[config.mk]
export PLATFORM = sky130hd
export DESIGN_NAME = updown_counter
export DESIGN_NICKNAME = d
export VERILOG_FILES = /design/src/rtl/updown_counter.sv
export SDC_FILE = /design/constraint.sdc
export NUM_CORES = 1
export LEC_CHECK = 0
export ABC_CLOCK_PERIOD_IN_PS = 1490
export BUFFER_PORTS_ARGS = -buffer_cell sky130_fd_sc_hd__buf_2
export CORE_AREA = 5 5 42 44
export DETAILED_ROUTE_END_ITERATION = 10
export DIE_AREA = 0 0 47 49
export GPL_ROUTABILITY_DRIVEN = 0
export SETUP_SLACK_MARGIN = 0.15
export SLEW_MARGIN = 10
export SYNTH_ARGS = -nofsm -noshare
export SYNTH_HDL_FRONTEND = slang
export SYNTH_SLANG_ARGS = --single-unit
[constraint.sdc]
create_clock -name clk -period 1.49 [get_ports clk]
set_input_delay 0.149 -clock clk [delete_from_list [all_inputs] [get_ports clk]]
set_output_delay 0.149 -clock clk [all_outputs]
set_load 0.03 [all_outputs]
[src/rtl/updown_counter.sv]
// ---------------------------------------------------------------------------
// updown_counter
//
// Loadable up/down counter with wrap-around reporting and sticky
// overflow/underflow status. All outputs come straight from flops.
//
// Build option:
//   UPDOWN_COUNTER_SAT_EN  defined   -> saturating count (hold at max/0)
//                          undefined -> modulo 2^WIDTH wrap-around (default)
//
// Ports:
//   clk       in   1      sole clock, rising edge
//   rst       in   1      asynchronous active-high reset
//   load      in   1      synchronous parallel load of data (beats counting)
//   updown    in   1      direction: 1 = up, 0 = down
//   data      in   WIDTH  load value
//   data_out  out  WIDTH  registered count
//   wrap      out  1      one-cycle pulse: previous edge hit a boundary
//   ovf       out  1      sticky: up-count attempted from max
//   unf       out  1      sticky: down-count attempted from 0
// ---------------------------------------------------------------------------
module updown_counter #(
    parameter int WIDTH = 4
) (
    input  logic             clk,
    input  logic             rst,
    input  logic             load,
    input  logic             updown,
    input  logic [WIDTH-1:0] data,
    output logic [WIDTH-1:0] data_out,
    output logic             wrap,
    output logic             ovf,
    output logic             unf
);

    localparam logic [WIDTH-1:0] CNT_MAX  = {WIDTH{1'b1}};
    localparam logic [WIDTH-1:0] CNT_ZERO = {WIDTH{1'b0}};
    localparam logic [WIDTH-1:0] CNT_ONE  = {{(WIDTH-1){1'b0}}, 1'b1};

    logic             rst_sync_q;
    logic [WIDTH-1:0] count_d, count_q;
    logic             wrap_d,  wrap_q;
    logic             ovf_d,   ovf_q;
    logic             unf_d,   unf_q;

    // Reset asserts asynchronously but releases on a clock edge: the edge
    // after rst falls only clears this flop, so the first real update
    // happens on the following edge with no partial state change.
    always_ff @(posedge clk or posedge rst) begin
        if (rst) begin
            rst_sync_q <= 1'b1;
        end else begin
            rst_sync_q <= 1'b0;
        end
    end

    always_comb begin
        count_d = count_q;
        wrap_d  = 1'b0;
        ovf_d   = ovf_q;
        unf_d   = unf_q;

        if (rst_sync_q) begin
            count_d = CNT_ZERO;
            ovf_d   = 1'b0;
            unf_d   = 1'b0;
        end else if (load) begin
            // Load wins over any boundary on the same edge.
            count_d = data;
            ovf_d   = 1'b0;
            unf_d   = 1'b0;
        end else if (updown) begin
            if (count_q == CNT_MAX) begin
`ifdef UPDOWN_COUNTER_SAT_EN
                count_d = CNT_MAX;
`else
                count_d = CNT_ZERO;
`endif
                wrap_d = 1'b1;
                ovf_d  = 1'b1;
            end else begin
                count_d = count_q + CNT_ONE;
            end
        end else begin
            if (count_q == CNT_ZERO) begin
`ifdef UPDOWN_COUNTER_SAT_EN
                count_d = CNT_ZERO;
`else
                count_d = CNT_MAX;
`endif
                wrap_d = 1'b1;
                unf_d  = 1'b1;
            end else begin
                count_d = count_q - CNT_ONE;
            end
        end
    end

    always_ff @(posedge clk or posedge rst) begin
        if (rst) begin
            count_q <= CNT_ZERO;
            wrap_q  <= 1'b0;
            ovf_q   <= 1'b0;
            unf_q   <= 1'b0;
        end else begin
            count_q <= count_d;
            wrap_q  <= wrap_d;
            ovf_q   <= ovf_d;
            unf_q   <= unf_d;
        end
    end

    assign data_out = count_q;
    assign wrap     = wrap_q;
    assign ovf      = ovf_q;
    assign unf      = unf_q;

endmodule

==> results of run 1 <==
per-layer routing:
metal  track usage, %  up-vias  share of wire, %
li1                 -      193                 -
met1            11.71      174                47
met2            12.22       11                45
met3            7.011        2               7.1
met4            5.530        0              0.97
met5                0        -                 0
cell usage in the layout, fill, tap and decap left out, drive strengths merged, types with 2 or more instances in the layout:
master and instances:
inv 3, dfrtp 7, buf 14, nor2 7
nor3 3, mux2i 2, a21oi 3, a41oi 2
clkbuf 4, ha 2
timing repair:
action	in CTS	in global routing
hold endpoints to repair	7	0
pin swaps	1	0
cloned	0	0
endpoints found under the setup margin	1	2
resized for setup	0	1
hold buffers	1	0
synth_stat cells, types with 2 or more instances:
master	instances
dfrtp_1	7
nor2_1	7
a21oi_1	3
inv_1	3
nor3_1	3
a41oi_1	2
ha_1	2
mux2i_1	2
how the worst max path moves through the flow:
stage | start | to | slack [ps]
floorplan | data_out[2] | data_out[3] | 120
global placement | data_out[0] | data_out[3] | 160
detailed placement | data_out[0] | data_out[3] | 140
CTS | data_out[0] | unf | 180
global route | data_out[0] | data_out[3] | 150
finish | data_out[0] | data_out[3] | 200
sequential cells by signal (all words and copies together), names as in the netlist:
| register | cells |
|---|---|
| wrap | 1 |
| unf | 1 |
| rst_sync_q | 1 |
| ovf | 1 |
| data_out | 4 |
report_power, final:
part           internal, mW  total, mW  leakage (nW)  switching, mW
Combinational        0.0516      0.121         0.165         0.0692
Sequential            0.233      0.257        0.0998         0.0244
Clock                 0.103      0.189        0.0150         0.0865
Total                 0.387      0.568         0.279          0.180
worst register-to-register path: cells and delay by family (launching register included):
kind / cells / cell delay [ps]
flip-flops: 1 / 450
AND/OR/NAND/NOR: 1 / 390
AO/OA/AOI/OAI: 2 / 350
per-stage QoR:
step | instance area [um2] | setup slack, ps | hold slack, ps | utilization (%) | instances
floorplan | 457.9 | 123.8 | -36.26 | - | 47
global placement | 524.3 | 156.2 | 109.1 | 37.41 | 73
detailed placement | 524.3 | 141.1 | 114.7 | 37.41 | 73
CTS | 560.5 | 183.7 | 112.6 | 40.00 | 78
global route | 566.8 | 152.3 | 106.5 | 40.45 | 78
finish | 566.8 | 202.1 | 117.6 | 40.45 | 78
cell families (layout without fill, tap and decap cells):
logic type | count (synthesis) | count (layout) | synth area share (%)
adders and majority gates | 2 | 2 | 5.539
other | 1 | 1 | 0.8302
muxes | 2 | 2 | 4.432
AOI/OAI and AO/OA | 10 | 10 | 16.90
buffers and inverters | 7 | 22 | 7.753
DFF | 8 | 8 | 44.60
xor gates and xnor gates | 2 | 2 | 3.879
and+or+nand+nor | 15 | 15 | 16.07
layout make-up:
| cell class | instances | share of cell area [%] |
|---|---|---|
| clock buffers | 4 | 4.636 |
| inverters | 3 | 1.987 |
| multi-input cells | 32 | 39.51 |
| flip-flops and latches | 8 | 36.20 |
| well taps | 16 | 3.532 |
| repair buffers | 15 | 14.13 |
==> reports/metrics.yaml, run 1 <==
grt_usage_pct: 9.723
cp.arrival_ps: 1440
netlist_top_cells_area: "dfrtp_1, dfstp_2, nor2_1"
irDropWorstVdd_mv: 0.4559
die_w_um: 47
yosysTopAreaCell: "dfrtp_1"
synth_seq_cells: 8
multi_input_area_um2: 224.0
start_kind: "flop"
synth_cell_types: 26
num_rows: 14
critical_path_class: "flop to flop"
synthesis.nets: 57
drt-initial-drc-count: 5
portBuffers: 14
initial_core_util_pct: 32.23
end_kind: "flop"
drive_gt1_share_pct: 38.71
grt_max_degree: 11
clkLatencyLatePin_ps: 270
syn_to_final_growth_pct: 25.48
drtAntennaViolNets: 0
cts_buffer_depth: 2
overflow: 0
hold_viol_final: 0
cpLargestDelayFamily: "flip-flops"
die_h_um: 49
syn-instance-count: 47
regArea_um2: 205.2
r2r-end: "data_out[3]"
hold_path_end: "data_out[3]"
maxCapViolations: 0
fin_nets: 73
antenna_found_initial: 0
ys.flop_type: "dfrtp_1"
slowest_delay_ps: 450
fillers: 158
grt_pass1_wl_mm: 1.518
synth_edf_count: 0
rr_worst_depth: 3
status: "finished clean"
cp.depth: 3
cts-buffers-inserted: 3
synth_area_um2: 451.7
firstDrtPassIters: 2
rrSetupSlack_ps: 200
worstHoldStart: "data[3]"
critPathMaxFanout: 8
cts_tree: "done"
power_density_mw_per_mm2: 1001
avgSynthCellArea_um2: 9.610
antenna_cells: 0
cts.root.buffer_cell: "clkbuf_4"
cts_setup_buffers: 0
wire_per_inst_um: 11.95
yosys_warnings: 0
r2r_start: "data_out[0]"
critPathRequiredTime_ps: 1640
core_mm2: 0.001401
min_path_cells: 3
clock_sinks: 8
fin_crit_sh_pct: 86.44
num_vias: 380
clock_skew_ps: 17.73
path_clk_slew_ps: 70
totalWireLength_um: 932
async_reset_ff_share_pct: 100.0
hp-class: "input pin to flop"
tns_ps: 0
cp_num_buf_inv: 0
ys_seq_area_share_pct: 44.60
setup_viol: 0
p_leak_nw: 0.2794
drc: 0
rsz0062_at_grt: "no"
dieArea_mm2: 0.002303
min_period_ps: 1288
path_cells: "or3_1, a221oi_2, o41ai_1"
hpwlAfterDp_um: 672.6
pin_count: 15
htree_levels: 1
slew_viol_final: 0
synth_top_area_share_pct: 38.78
total_power_uw: 567.5
max_freq_mhz: 776.4
grt_pass1_vias: 325
crit_slowest_cell: "dfrtp_2"
viasPerCell: 4.872
(Power assumes the default switching activity.)
==> inputs of run 2 (changes only) <==
PLACE_DENSITY_LB_ADDON = 0.05   (was unset)
==> reports/metrics.yaml, run 2 (synthesis results as in run 1) <==
totalWireLength_mm: 1.015  # +8.9%
rrSetupSlack_ps: 160  # -40 ps
max_freq_mhz: 750.8  # -3.3%
clock_sinks: 8  # unchanged
core_mm2: 0.001401  # unchanged
clkLatencyLatePin_ps: 250  # -20 ps
die_h_um: 49  # unchanged
status: "finished clean"
hp-class: "input pin to flop"
antenna_cells: 0  # unchanged
setup_viol: 0  # unchanged
hold_ws_ps: 148.5  # +30.84 ps
viasPerCell: 4.875  # about the same
grt_pass1_vias: 340  # +4.6%
min_period_ps: 1332  # +43.91 ps
slew_viol_final: 0  # unchanged
maxCapViolations: 0  # unchanged
num_vias: 390  # +2.6%
htree_levels: 1  # unchanged
irDropWorstVdd_mv: 0.5444  # +19%
total_power_uw: 575.4  # +1.4%
utilization_pct: 43.84  # +3.4 points
power_frac_seq_pct: 45.4  # about the same
critPathRequiredTime_ps: 1620  # -20 ps
antenna_found_initial: 0  # unchanged
syn_to_final_growth_pct: 36.01
pin_count: 15  # unchanged
grt_pass1_wl_mm: 1.600  # +5.4%
power_density_mw_per_mm2: 936.6  # -6.5%
fin_crit_sh_pct: 89.38  # +2.9 points
largest_reg_flops: 4  # unchanged
cts_tree: "done"
drt-initial-drc-count: 10  # +5
die_w_um: 47  # unchanged
grt_usage_pct: 9.510  # -0.21 points
fin_nets: 75  # +2.7%
p_leak_nw: 0.2998  # +7.3%
dieArea_mm2: 0.002303  # unchanged
num_rows: 14  # unchanged
cts-buffers-inserted: 3  # unchanged
clock_skew_ps: 11.77  # -5.960 ps
cp.arrival_ps: 1470  # +30 ps
grt_max_degree: 11  # unchanged
p_int_uw: 398.9  # +3.0%
final_cell_mix: "buf_2, nor2_1, dfrtp_1"
placed_area_um2: 524.3  # unchanged
firstDrtPassIters: 4  # +2
end_kind: "flop"
hpwlAfterDp_um: 684.4  # +1.8%
drtAntennaViolNets: 0  # unchanged
tns_ps: 0  # unchanged
layout_commonest_cell: "buf_2"
start_kind: "flop"
critical_path_class: "flop to flop"
wire_per_inst_um: 12.69  # +6.2%
cts_buffer_depth: 2  # unchanged
initial_core_util_pct: 32.23  # unchanged
critPathMaxFanout: 5  # -3
portBuffers: 14  # unchanged
switchingPower_uw: 176.5  # -2.0%
drive_gt1_share_pct: 46.88  # +8.2 points
path_clk_slew_ps: 60  # about the same
overflow: 0  # unchanged
cts.root.buffer_cell: "clkbuf_4"
final_area_um2: 614.3  # +8.4%
hold_viol_final: 0  # unchanged
switching_share_pct: 30.68  # -1.1 points
clkPwrFrac_pct: 30.2  # -3.2 points
combPwrFrac_pct: 24.4  # +3.1 points
rsz0062_at_grt: "yes"
drc: 0  # unchanged
[run 2: area by class of cell]
class | count | area, um2
multi-input cells | 32 | 256.5
flip-flops and latches | 8 | 205.2
inverters | 3 | 11.26
repair buffers | 17 | 95.09
well taps | 16 | 20.02
clock buffers | 4 | 26.28
fillers | 148 | 787.0
[run 2: per-stage QoR]
| step | std cells | worst slack, ps |
|---|---|---|
| after global placement | 73 | 93.37 |
| after global routing | 80 | 98.45 |
| after detailed placement | 73 | 147.1 |
| after floorplan | 47 | 123.8 |
| after CTS | 78 | 174.3 |
| final | 80 | 158.2 |
[run 2: what timing repair did]
item,in CTS,in global routing
endpoints found under the setup margin,3,4
hold endpoints to repair,7,0
pin swaps,1,5
hold buffers,1,0
buffers inserted,0,2
resized for setup,1,6
[run 2: layer usage]
layer	up-vias	wire length (um)	track usage [%]
met3	0	87	3.690
met4	0	0	2.765
li1	199	-	-
met1	177	451	13.29
met5	-	0	0
met2	14	476	13.35
[run 2: final timing paths]
| path | depth (start not counted) | from | endpoint |
|---|---|---|---|
| max in group asynchronous | 3 | rst | rst_sync_q |
| hold reg to reg | 2 | ovf | ovf |
| min in group asynchronous | 3 | rst | unf |
| setup / recovery | 3 | data_out[1] | data_out[3] |
| hold / removal | 3 | data[1] | data_out[1] |
| setup reg to reg | 3 | data_out[1] | data_out[3] |
[run 2: critical path, stage by stage (launching register included)]
cell and delay (ps):
dfrtp_2 440, or3_1 390, a221oi_2 290, o41ai_2 90
[run 2: power groups by stage]
stage | Sequential (mW) | Clock (mW) | Combinational (mW)
finish | 0.261 | 0.174 | 0.140
global route | 0.265 | 0.198 | 0.153
CTS | 0.258 | 0.183 | 0.124
detailed placement | 0.261 | 0 | 0.119
global placement | 0.262 | 0 | 0.121
floorplan | 0.274 | 0 | 0.0779
==> inputs of run 3 (changes only) <==
REMOVE_ABC_BUFFERS = 1   (was unset)
==> reports/metrics.yaml, run 3 (synthesis results as in run 1) <==
status: "finished clean"
p_int_uw: 412.8  # +3.5%
initial_core_util_pct: 32.23  # unchanged
place_ws_ps: 88.62  # -58.50 ps
slew_viol_final: 0  # unchanged
antenna_cells: 0  # unchanged
grt_pass1_wl_mm: 1.738  # +8.6%
critPathMaxFanout: 7  # +2
end_kind: "flop"
num_rows: 14  # unchanged
crit_slowest_cell: "dfrtp_2"
path_clk_slew_ps: 70  # about the same
crit_start: "data_out[1]"
cts_buffer_depth: 2  # unchanged
path_cells: "or3_4, a221oi_2, o41ai_2"
drt-initial-drc-count: 4  # -6
dieArea_mm2: 0.002303  # unchanged
final_cell_mix: "buf_2, nor2_1, dfrtp_1"
grt_usage_pct: 10.35  # +0.84 points
dpl.cell_count: 74  # +1.4%
layout_commonest_cell: "buf_2"
min_period_ps: 1336  # +4.020 ps
regArea_um2: 203.9  # -0.61%
r2r_start: "data_out[1]"
grt_max_degree: 11  # unchanged
drive_gt1_share_pct: 47.69  # +0.82 points
hp-class: "input pin to flop"
viasPerCell: 5.025  # +3.1%
slowest_delay_ps: 450  # about the same
placed_area_um2: 525.5  # +0.24%
drc: 0  # unchanged
cts_tree: "done"
clock_sinks: 8  # unchanged
cp.arrival_ps: 1480  # about the same
portBuffers: 14  # unchanged
maxCapViolations: 0  # unchanged
grt_pass1_vias: 390  # +15%
fin_cells: 81  # +1.3%
multi_input_area_um2: 279.0  # +8.8%
irDropWorstVdd_mv: 0.5182  # -4.8%
core_mm2: 0.001401  # unchanged
antenna_found_initial: 0  # unchanged
firstDrtPassIters: 3  # -1
critPathRequiredTime_ps: 1640  # +20 ps
switching_share_pct: 32.02  # +1.3 points
setup_viol: 0  # unchanged
cts.root.buffer_cell: "clkbuf_4"
overflow: 0  # unchanged
clkLatencyLatePin_ps: 260  # about the same
clkPwrFrac_pct: 30.2  # about the same
critical_path_class: "flop to flop"
die_h_um: 49  # unchanged
power_density_mw_per_mm2: 944.1  # +0.79%
max_freq_mhz: 748.6  # -0.30%
fin_ws_ps: 154.1  # -4.020 ps
worstHoldStart: "data[3]"
htree_levels: 1  # unchanged
tns_ps: 0  # unchanged
num_vias: 407  # +4.4%
power_frac_seq_pct: 42.2  # -3.2 points
p_leak_nw: 0.3082  # +2.8%
wire_per_inst_um: 14.20  # +12%
fin_crit_sh_pct: 89.65  # +0.27 points
total_power_uw: 607.1  # +5.5%
cts-buffers-inserted: 3  # unchanged
hold_ws_ps: 148.5  # -0.007000 ps
pin_count: 15  # unchanged
hold_viol_final: 0  # unchanged
combPwrFrac_pct: 27.6  # +3.2 points
start_kind: "flop"
fillers: 151  # +2.0%
syn_to_final_growth_pct: 42.38
hpwlAfterDp_um: 753.1  # +10%
final_area_um2: 643.1  # +4.7%
largest_reg_flops: 4  # unchanged
fin_nets: 76  # +1.3%
drtAntennaViolNets: 0  # unchanged
clock_skew_ps: 15.69  # +3.923 ps
die_w_um: 47  # unchanged
utilization_pct: 45.89  # +2.1 points
rsz0062_at_grt: "yes"
switchingPower_uw: 194.4  # +10%
totalWireLength_mm: 1.150  # +13%
==> run 3: metal layers <==
layer  vias to the layer above  global-route usage (%)  routed length (um)
li1                        199                       -                   -
met1                       197                   13.71                 525
met2                        11                   14.93                 545
met3                         0                   5.904                  79
met4                         0                   1.382                   0
met5                         -                       0                   0
==> run 3: timing repair <==
item / CTS / global route
gates cloned: 0 / 0
gates resized for setup: 2 / 10
pin swaps: 0 / 4
setup buffers: 0 / 2
hold endpoints to repair: 7 / 0
hold buffers: 1 / 0
endpoints found under the setup margin: 5 / 5
==> run 3: critical path: cells and delay by family, from the launching register on <==
kind             cells  cell delay (ps)
flip-flops           1              450
AO/OA/AOI/OAI        2              400
AND/OR/NAND/NOR      1              380
==> run 3: final cells by class <==
class / instances / area share, %
flip-flops and latches: 8 / 31.71
well taps: 16 / 3.113
repair buffers: 18 / 15.95
clock buffers: 4 / 4.086
inverters: 3 / 1.751
multi-input cells: 32 / 43.39
==> run 3: worst paths after layout <==
path	depth (start not counted)	slack [ps]	end
max	3	150	data_out[3]
min	3	150	data_out[3]
max reg2reg	3	150	data_out[3]
min reg2reg	1	540	data_out[1]
max in group asynchronous	3	810	rst_sync_q
min in group asynchronous	3	370	unf
==> run 3: power groups by stage <==
stage | sequential (mW) | combinational [mW] | clock, mW
after global routing | 0.259 | 0.184 | 0.205
after floorplan | 0.277 | 0.0591 | 0
after detailed placement | 0.254 | 0.130 | 0
final | 0.256 | 0.168 | 0.183
after global placement | 0.254 | 0.133 | 0
after CTS | 0.251 | 0.135 | 0.188
